**src/rtl/tdm_demux4_if.sv**
```systemverilog
// Bundle between the shared-line receiver (tdm_demux4) and whatever drives/consumes it.
// Optional `define TDM_ERR_CNT_EN adds the 8-bit err_cnt signal.
interface tdm_demux4_if #(
    parameter int WIDTH = 8
);
    logic             en;
    logic             frame_sync;
    logic             din;
    logic [3:0]       slot_oh;
    logic [WIDTH-1:0] q0;
    logic [WIDTH-1:0] q1;
    logic [WIDTH-1:0] q2;
    logic [WIDTH-1:0] q3;
    // vld[i] is a one-cycle strobe with no back-pressure: q_i holds the new word from that cycle on.
    logic [3:0]       vld;
    logic             sync_err;
    logic             locked;
`ifdef TDM_ERR_CNT_EN
    logic [7:0]       err_cnt;

    modport master (
        output en, frame_sync, din,
        input  slot_oh, q0, q1, q2, q3, vld, sync_err, locked, err_cnt
    );
    modport slave (
        input  en, frame_sync, din,
        output slot_oh, q0, q1, q2, q3, vld, sync_err, locked, err_cnt
    );
`else
    modport master (
        output en, frame_sync, din,
        input  slot_oh, q0, q1, q2, q3, vld, sync_err, locked
    );
    modport slave (
        input  en, frame_sync, din,
        output slot_oh, q0, q1, q2, q3, vld, sync_err, locked
    );
`endif
endinterface

```
**src/rtl/tdm_demux4.sv**
```systemverilog
// Four-channel TDM demultiplexer: one bit per slot, four slots per frame, MSB-first WIDTH-bit words.
// Optional `define TDM_ERR_CNT_EN adds a saturating count of frame resynchronisations (err_cnt).
module tdm_demux4 #(
    parameter int WIDTH = 8
) (
    input logic         clk,
    input logic         rst_n,
    tdm_demux4_if.slave bus
);
    localparam int CW = (WIDTH > 1) ? $clog2(WIDTH) : 1;
    localparam logic [CW-1:0] CNT_MAX = CW'(WIDTH - 1);

    typedef enum logic {
        ST_UNLOCKED = 1'b0,
        ST_LOCKED   = 1'b1
    } state_t;

    state_t           state;
    state_t           state_nxt;
    logic [1:0]       slot;
    logic [CW-1:0]    bit_cnt;
    logic [WIDTH-1:0] sreg [4];
    logic [WIDTH-1:0] q [4];
    logic [3:0]       vld_r;
    logic             sync_err_r;
    logic             lock_now;
    logic             resync;
    logic             capture;

    always_ff @(posedge clk or negedge rst_n) begin
        if (!rst_n) state <= ST_UNLOCKED;
        else        state <= state_nxt;
    end

    // Once locked the block free-runs; only reset drops alignment.
    always_comb begin
        state_nxt = state;
        if (state == ST_UNLOCKED && bus.en && bus.frame_sync) state_nxt = ST_LOCKED;
    end

    // The FSM state is published as 'locked'; slot_oh decodes registers only.
    always_comb begin
        bus.locked  = (state == ST_LOCKED);
        bus.slot_oh = '0;
        if (state == ST_LOCKED) bus.slot_oh[slot] = 1'b1;
        lock_now = bus.en && bus.frame_sync && (state == ST_UNLOCKED);
        resync   = bus.en && bus.frame_sync && (state == ST_LOCKED) && (slot != 2'd0);
        capture  = bus.en && (state == ST_LOCKED) && !resync;
    end

    always_ff @(posedge clk or negedge rst_n) begin
        if (!rst_n) begin
            slot       <= 2'd0;
            bit_cnt    <= '0;
            vld_r      <= '0;
            sync_err_r <= 1'b0;
            for (int i = 0; i < 4; i++) begin
                sreg[i] <= '0;
                q[i]    <= '0;
            end
        end else begin
            vld_r      <= '0;
            sync_err_r <= 1'b0;
            if (lock_now) begin
                sreg[0] <= {sreg[0][WIDTH-2:0], bus.din};
                slot    <= 2'd1;
                bit_cnt <= '0;
            end else if (resync) begin
                // Restart the word period with this bit as channel 0's MSB; partial words are dropped.
                for (int i = 1; i < 4; i++) sreg[i] <= '0;
                sreg[0]    <= {{(WIDTH-1){1'b0}}, bus.din};
                slot       <= 2'd1;
                bit_cnt    <= '0;
                sync_err_r <= 1'b1;
            end else if (capture) begin
                sreg[slot] <= {sreg[slot][WIDTH-2:0], bus.din};
                slot       <= slot + 2'd1;
                if (slot == 2'd3) bit_cnt <= (bit_cnt == CNT_MAX) ? '0 : bit_cnt + 1'b1;
                if (bit_cnt == CNT_MAX) begin
                    q[slot]     <= {sreg[slot][WIDTH-2:0], bus.din};
                    vld_r[slot] <= 1'b1;
                end
            end
        end
    end

    assign bus.q0       = q[0];
    assign bus.q1       = q[1];
    assign bus.q2       = q[2];
    assign bus.q3       = q[3];
    assign bus.vld      = vld_r;
    assign bus.sync_err = sync_err_r;

`ifdef TDM_ERR_CNT_EN
    logic [7:0] err_cnt_r;

    always_ff @(posedge clk or negedge rst_n) begin
        if (!rst_n)                          err_cnt_r <= 8'h00;
        else if (resync && err_cnt_r != 8'hFF) err_cnt_r <= err_cnt_r + 8'h01;
    end

    assign bus.err_cnt = err_cnt_r;
`endif
endmodule
```
**src/flat_wrapper.sv**
```systemverilog
// flat-port wrapper written by rule: the top's interface ports become plain ports
module tdm_demux4_flat 
#(
    parameter int WIDTH = 8
)
  (clk, rst_n, bus_en, bus_frame_sync, bus_din, bus_slot_oh, bus_q0, bus_q1, bus_q2, bus_q3, bus_vld, bus_sync_err, bus_locked);
  tdm_demux4_if #(.WIDTH(WIDTH)) bus_i ();
  input logic clk;
  input logic rst_n;
  input wire logic [$bits(bus_i.en)-1:0] bus_en;
  input wire logic [$bits(bus_i.frame_sync)-1:0] bus_frame_sync;
  input wire logic [$bits(bus_i.din)-1:0] bus_din;
  output wire logic [$bits(bus_i.slot_oh)-1:0] bus_slot_oh;
  output wire logic [$bits(bus_i.q0)-1:0] bus_q0;
  output wire logic [$bits(bus_i.q1)-1:0] bus_q1;
  output wire logic [$bits(bus_i.q2)-1:0] bus_q2;
  output wire logic [$bits(bus_i.q3)-1:0] bus_q3;
  output wire logic [$bits(bus_i.vld)-1:0] bus_vld;
  output wire logic [$bits(bus_i.sync_err)-1:0] bus_sync_err;
  output wire logic [$bits(bus_i.locked)-1:0] bus_locked;
  assign bus_i.en = bus_en;
  assign bus_i.frame_sync = bus_frame_sync;
  assign bus_i.din = bus_din;
  assign bus_slot_oh = bus_i.slot_oh;
  assign bus_q0 = bus_i.q0;
  assign bus_q1 = bus_i.q1;
  assign bus_q2 = bus_i.q2;
  assign bus_q3 = bus_i.q3;
  assign bus_vld = bus_i.vld;
  assign bus_sync_err = bus_i.sync_err;
  assign bus_locked = bus_i.locked;
  tdm_demux4 #(.WIDTH(WIDTH)) u_core (.clk(clk), .rst_n(rst_n), .bus(bus_i));
endmodule
```
**config.mk**
```make
export PLATFORM = sky130hd
export DESIGN_NAME = tdm_demux4_flat
export DESIGN_NICKNAME = d
export VERILOG_FILES = /design/src/rtl/tdm_demux4_if.sv /design/src/rtl/tdm_demux4.sv /design/src/flat_wrapper.sv
export SDC_FILE = /design/constraint.sdc
export NUM_CORES = 1
export LEC_CHECK = 0
export CELL_PAD_IN_SITES_DETAIL_PLACEMENT = 1
export CELL_PAD_IN_SITES_GLOBAL_PLACEMENT = 2
export CORE_UTILIZATION = 37
export DETAILED_ROUTE_END_ITERATION = 10
export PLACE_DENSITY_LB_ADDON = 0.08
export SLEW_MARGIN = 10
export SYNTH_ARGS = -nofsm -noshare
export SYNTH_HDL_FRONTEND = slang
export SYNTH_SLANG_ARGS = --single-unit
```
**constraint.sdc**
```tcl
create_clock -name clk -period 2.3 [get_ports clk]
set_input_delay 0.46 -clock clk [delete_from_list [all_inputs] [get_ports clk]]
set_output_delay 0.46 -clock clk [all_outputs]
set_load 0.005 [all_outputs]
```
==> metrics, run 1 <==
Tmin final=2.200 ns; Worst path slowest cell=clkdlybuf4s50_1; diode count=0; CP Buf/Inv Count=2; Ys Warns=0; CTS root buffer=clkbuf_8; Yosys top cell by area=dfrtp_1; number of nets with antenna violations after routing=0; Post-synth top flop=dfrtp_1; largest cells by area after synthesis=dfrtp_1, mux2_2, a22o_2; TritonCTS clock tree=built; Vias=1923; Design Area, Final=0.003915 mm^2; final worst clock skew=0.006442 ns; Max-Cap Viols=0; vias in the first global route=2153; fin. max-slew vios=0; synthesis-stage register bit count=71; setup_tns=0 ns; global-route wire length before repair=11630 um; crit start category=flop; core area=0.007807 mm^2; placed inst area=0.003664 mm^2; RSZ-0062 raised after global routing=no; clock tree buffer depth=2; Cell Pwr Density=897.7 mW/mm^2; Max VDD drop=0.4072 mV; syn_area_per_cell=14.92 um^2; fin crit share=95.65%; First-pass DRT Iterations=4; Async SR Flop Fraction=100.0%; critical-path maximum fanout=8; Ports=47; final hold vios=0; fin nets=275; CTS Sinks=71; Seq/Total Area, Yosys=58.68%; Setup Buffers After CTS=0; drt drc=0; initial antenna violation count=0; Final Setup Violations=0; EDFF count, synth=0; largest net degree at the start of global routing=31; All-Layer GR Usage=18.36%; CP Class=reg2out; Initial Utilization=38.78%; Critical Path AT=1.74 ns; H-tree Lvls=3; die area=0.008549 mm^2; die width=92.46 um; layout cells sized above 1=34.20%; Lkg Pwr=1.883 nW; Num CTS Buffers=9; DRT iter0 DRCs=67; Slew Limit Headroom=54.67%; WL per Instance=18.47 um; grt total ovfl=0; gpl congestion=0.7445; mapped cell area=0.003028 mm^2; Design Power=3.514 mW; Synth cell types=30; Clock Pin Slew Worst Setup and Hold Paths=0.07 ns; top cell type's share of synthesized area=58.68%; DIE HEIGHT=92.46 um; Reg2Reg Depth=5; half-perimeter wire length after placement=5008 um; Area growth syn-to-layout=29.30%; Crit path largest cell delay=0.50 ns; crit-path cells=inv_1 > ha_1 > and2_4 > clkdlybuf4s50_1; syn_nets=214; clock latency on the worst-skew pair=0.34 ns; number of vias per cell=5.183; num rows=32; outcome=finished, final reports clean; CP required=1.84 ns; Fmax=454.6 MHz; Mapped Cells=203; Detailed Route WL=6853 um; input/output buffers=46; crit-path leading delay family=buffers and inverters; Filler cells=791; CP Depth=4; Crit. End Element=output port; Hold/Removal Path Class=in2async; Worst Tran Pin Value=0.6800 ns
[report_power, final]
part	switching (mW)	leakage, nW	total [mW]	internal [mW]
Combinational	0.432	0.784	0.835	0.403
Clock	0.468	0.124	1.22	0.753
Sequential	0.0933	0.976	1.46	1.37
[state kept, by name, indices dropped and copies added (netlist names)]
register and count:
u_core.bus.q1 8, u_core.bus.q2 8, u_core.bus.locked 1, u_core.slot 2
u_core.bus.q0 8, u_core.bus.vld 4, u_core.bus.sync_err 1, u_core.bus.q3 8
u_core.bit_cnt 3, u_core.sreg 28
[final timing paths]
| kind | start | endpoint | slack, ns |
|---|---|---|---|
| worst max-delay path | u_core.slot[0]$_DFFE_PN0P_ | bus_slot_oh[0] | 0.10 |
| worst min-delay path | rst_n | u_core.sreg[9]$_DFFE_PN0P_ | 0.16 |
| worst max register to register | u_core.bit_cnt[0]$_DFFE_PN0P_ | u_core.bus.q0[4]$_DFFE_PN0P_ | 0.39 |
| worst min register to register | u_core.sreg[0]$_DFFE_PN0P_ | u_core.sreg[0]$_DFFE_PN0P_ | 0.50 |
| max in group asynchronous | rst_n | u_core.sreg[25]$_DFFE_PN0P_ | 1.54 |
| min in group clk | u_core.sreg[0]$_DFFE_PN0P_ | u_core.sreg[0]$_DFFE_PN0P_ | 0.50 |
[cells by family after synthesis]
logic type	synth area share, %
DFF	58.68
adders and majority gates	2.479
muxes	19.01
and+or+nand+nor	7.645
buffers and inverters	2.025
AOI/OAI and AO/OA	10.16
[timing repair]
item	4_1_cts	5_1_grt
endpoints found under the setup margin	1	2
hold buffers	0	0
gates resized for setup	1	2
[layer usage]
layer | global-route usage, % | vias to the layer above | part of all wire [%]
li1 | - | 875 | -
met1 | 24.92 | 1008 | 47
met2 | 29.26 | 32 | 49
met3 | 3.120 | 8 | 2.9
met4 | 7.422 | 0 | 1.1
met5 | 0 | - | 0
[layout make-up]
cell class              count  area, um^2  share of cell area [%]
repair buffers             56       543.0                   13.87
clock inverters             5       103.9                   2.653
multi-input cells         119        1195                   30.52
clock buffers              11       141.4                   3.611
flip-flops and latches     71        1778                   45.41
inverters                   7       26.28                  0.6711
well taps                 102       127.6                   3.260
[cells in the mapped netlist (3+ instances only)]
| library cell | instances |
|---|---|
| mux4_2 | 6 |
| ha_1 | 6 |
| a22o_1 | 4 |
| dfrtp_1 | 71 |
| buf_2 | 3 |
| mux2_2 | 35 |
| o21ai_0 | 3 |
| nand2_1 | 4 |
| and2_1 | 10 |
| and3_1 | 3 |
| a221o_1 | 6 |
| nor2_1 | 5 |
| nand3_1 | 5 |
| a22o_2 | 18 |
| inv_1 | 5 |
[placed cells by master (no fill, tap or decap), drive strengths merged, types with 6 or more instances in the layout]
cell,Yosys,routed
buf,5,11
mux2,35,35
a22o,22,22
inv,7,8
and2,10,10
clkbuf,1,11
mux4,7,7
a221o,6,6
dfrtp,71,71
ha,6,6
clkdlybuf4s50,0,45
[stage by stage]
stage / utilization, % / setup slack, ns / cells / hold slack, ns
after global routing: 50.14 / 0.01542 / 371 / 0.1826
after CTS: 50.08 / 0.02427 / 371 / 0.1565
after global placement: 46.92 / 0.1502 / 355 / 0.4862
after detailed placement: 46.92 / 0.1305 / 355 / 0.4927
final: 50.14 / 0.1001 / 371 / 0.1581
after floorplan: - / 0.4363 / 203 / 0.1644
Power figures use the tool's default switching activity.
==> inputs of run 2 (changes only) <==
--- a/config.mk
+++ b/config.mk
@@ -5,11 +5,13 @@
 export SDC_FILE = /design/constraint.sdc
 export NUM_CORES = 1
 export LEC_CHECK = 0
+export ABC_CLOCK_PERIOD_IN_PS = 2300
 export CELL_PAD_IN_SITES_DETAIL_PLACEMENT = 1
 export CELL_PAD_IN_SITES_GLOBAL_PLACEMENT = 2
 export CORE_UTILIZATION = 37
 export DETAILED_ROUTE_END_ITERATION = 10
 export PLACE_DENSITY_LB_ADDON = 0.08
+export SETUP_SLACK_MARGIN = 0.3
 export SLEW_MARGIN = 10
 export SYNTH_ARGS = -nofsm -noshare
 export SYNTH_HDL_FRONTEND = slang
==> metrics, run 2 (same netlist as run 1, synthesis figures left out) <==
crit-path leading delay family=flip-flops; num rows=32 (unchanged); leading cell type in the layout, fill and taps excluded=dfrtp_1; Detailed Route WL=6938 um (+1.2%); outcome=finished, final reports clean; die width=92.46 um (unchanged); clock latency on the worst-skew pair=0.34 ns (about the same); vias in the first global route=2197 (+2.0%); final hold vios=0 (unchanged); Lkg Pwr=1.909 nW (+1.4%); clock tree buffer depth=2 (unchanged); grt total ovfl=0 (unchanged); fin crit share=87.93% (-7.7 points); Initial Utilization=38.78% (unchanged); Crit Reg-Reg Endpoint=u_core.bus.q0[4]$_DFFE_PN0P_; Ports=47 (unchanged); Final Setup Violations=0 (unchanged); placed inst area=0.003664 mm^2 (unchanged); flop2flop setup slack=0.39 ns (about the same); initial antenna violation count=0 (unchanged); setup_tns=0 ns (unchanged); Crit. End Element=output port; CP Class=reg2out; global-route wire length before repair=11850 um (+2.0%); Hold/Removal Path Class=in2async; layout cells sized above 1=38.32% (+4.1 points); First-pass DRT Iterations=4 (unchanged); most frequent cells in the layout=dfrtp_1, clkdlybuf4s50_1, mux2_2; Crit path largest cell delay=0.45 ns (-0.05 ns); core area=0.007807 mm^2 (unchanged); TritonCTS clock tree=built; RSZ-0062 raised after global routing=yes; crit-path cells=ha_4 > and2_1 > clkdlybuf4s50_1; DRT iter0 DRCs=61 (-9.0%); largest net degree at the start of global routing=31 (unchanged); half-perimeter wire length after placement=5008 um (unchanged); Vias=1947 (+1.2%); WL per Instance=18.45 um (-0.11%); fin nets=280 (+1.8%); final worst clock skew=0.006277 ns (-0.0001652 ns); Worst Tran Pin Value=0.6736 ns (-0.006352 ns); largest register by flop count=u_core.sreg; final worst slack=0.2776 ns (+0.1775 ns); CP required=1.84 ns (about the same); drt drc=0 (unchanged); Crit Reg-Reg Startpoint=u_core.bit_cnt[0]$_DFFE_PN0P_; worst slack, placed=0.1305 ns (unchanged); Largest register FFs=28 (unchanged); Num CTS Buffers=9 (unchanged); Cell Pwr Density=902.9 mW/mm^2 (+0.58%); gpl congestion=0.7445 (unchanged); Max VDD drop=0.4624 mV (+14%); Filler cells=791 (unchanged); Max-Cap Viols=0 (unchanged); CTS root buffer=clkbuf_8; crit start category=flop; Reg2Reg Depth=5 (unchanged); All-Layer GR Usage=18.64% (+0.28 points); Design Area, Final=0.003969 mm^2 (+1.4%); Fmax=494.5 MHz (+8.8%); Clock Pin Slew Worst Setup and Hold Paths=0.08 ns (about the same); CTS Sinks=71 (unchanged); H-tree Lvls=3 (unchanged); Slew Limit Headroom=55.09% (+0.42 points); number of vias per cell=5.178 (about the same); Area growth syn-to-layout=31.07%; die area=0.008549 mm^2 (unchanged); CP Buf/Inv Count=1 (-1); Tmin final=2.022 ns (-0.1775 ns); hold slack=0.1542 ns (-0.003855 ns); Critical Path AT=1.56 ns (-0.18 ns); hold_buf cts=0 (unchanged); Worst path slowest cell=dfrtp_2; critical-path maximum fanout=4 (-4); DIE HEIGHT=92.46 um (unchanged); input/output buffers=46 (unchanged); fin. max-slew vios=0 (unchanged); number of nets with antenna violations after routing=0 (unchanged); diode count=0 (unchanged)
[run 2: stage by stage]
stage | power (mW) | util [%] | cells
final | 3.584 | 50.83 | 376
after global routing | 3.794 | 50.83 | 376
after CTS | 3.614 | 50.67 | 376
after detailed placement | 2.322 | 46.92 | 355
after global placement | 2.315 | 46.92 | 355
after floorplan | 1.996 | - | 203
[run 2: worst max-delay path by stage]
stage                     depth (start not counted)  slack [ns]                        from                     endpoint
after detailed placement                          5        0.13                      bus_en  u_core.sreg[12]$_DFFE_PN0P_
final                                             3        0.28  u_core.slot[0]$_DFFE_PN0P_               bus_slot_oh[3]
after floorplan                                   6        0.44  u_core.slot[0]$_DFFE_PN0P_  u_core.sreg[24]$_DFFE_PN0P_
after global routing                              3        0.23  u_core.slot[0]$_DFFE_PN0P_               bus_slot_oh[3]
after global placement                            5        0.15                      bus_en  u_core.sreg[10]$_DFFE_PN0P_
after CTS                                         3        0.21  u_core.slot[1]$_DFFE_PN0P_               bus_slot_oh[3]
[run 2: area by class of cell]
type | instances | area [um^2] | share of cell area [%]
Timing Repair Buffer | 61 | 576.8 | 14.53
Sequential cell | 71 | 1780 | 44.86
Clock inverter | 5 | 103.9 | 2.617
Multi-Input combinational cell | 119 | 1212 | 30.55
Clock buffer | 11 | 141.4 | 3.562
Tap cell | 102 | 127.6 | 3.216
Inverter | 7 | 26.28 | 0.6620
[run 2: metal layers]
metal / track usage (%) / share of wire [%] / vias to the layer above
met1: 25.13 / 47 / 1021
met2: 30.00 / 49 / 32
li1: - / - / 886
met4: 7.422 / 1.1 / 0
met5: 0 / 0 / -
met3: 3.120 / 2.9 / 8
[run 2: timing repair]
action	4_1_cts	5_1_grt
pin swaps	0	0
setup endpoints to repair	4	3
buffers inserted	5	0
gates resized for setup	11	6
[run 2: worst register-to-register path: stages (launching register included)]
cell and delay, ns:
dfrtp_1 0.40, ha_1 0.21, ha_1 0.19, and3_1 0.22, nand2_1 0.38, mux2_2 0.40
[run 2: power by group]
group / switching, mW / internal, mW
Sequential: 0.0910 / 1.37
Clock: 0.470 / 0.753
Combinational: 0.462 / 0.442
Total: 1.02 / 2.56
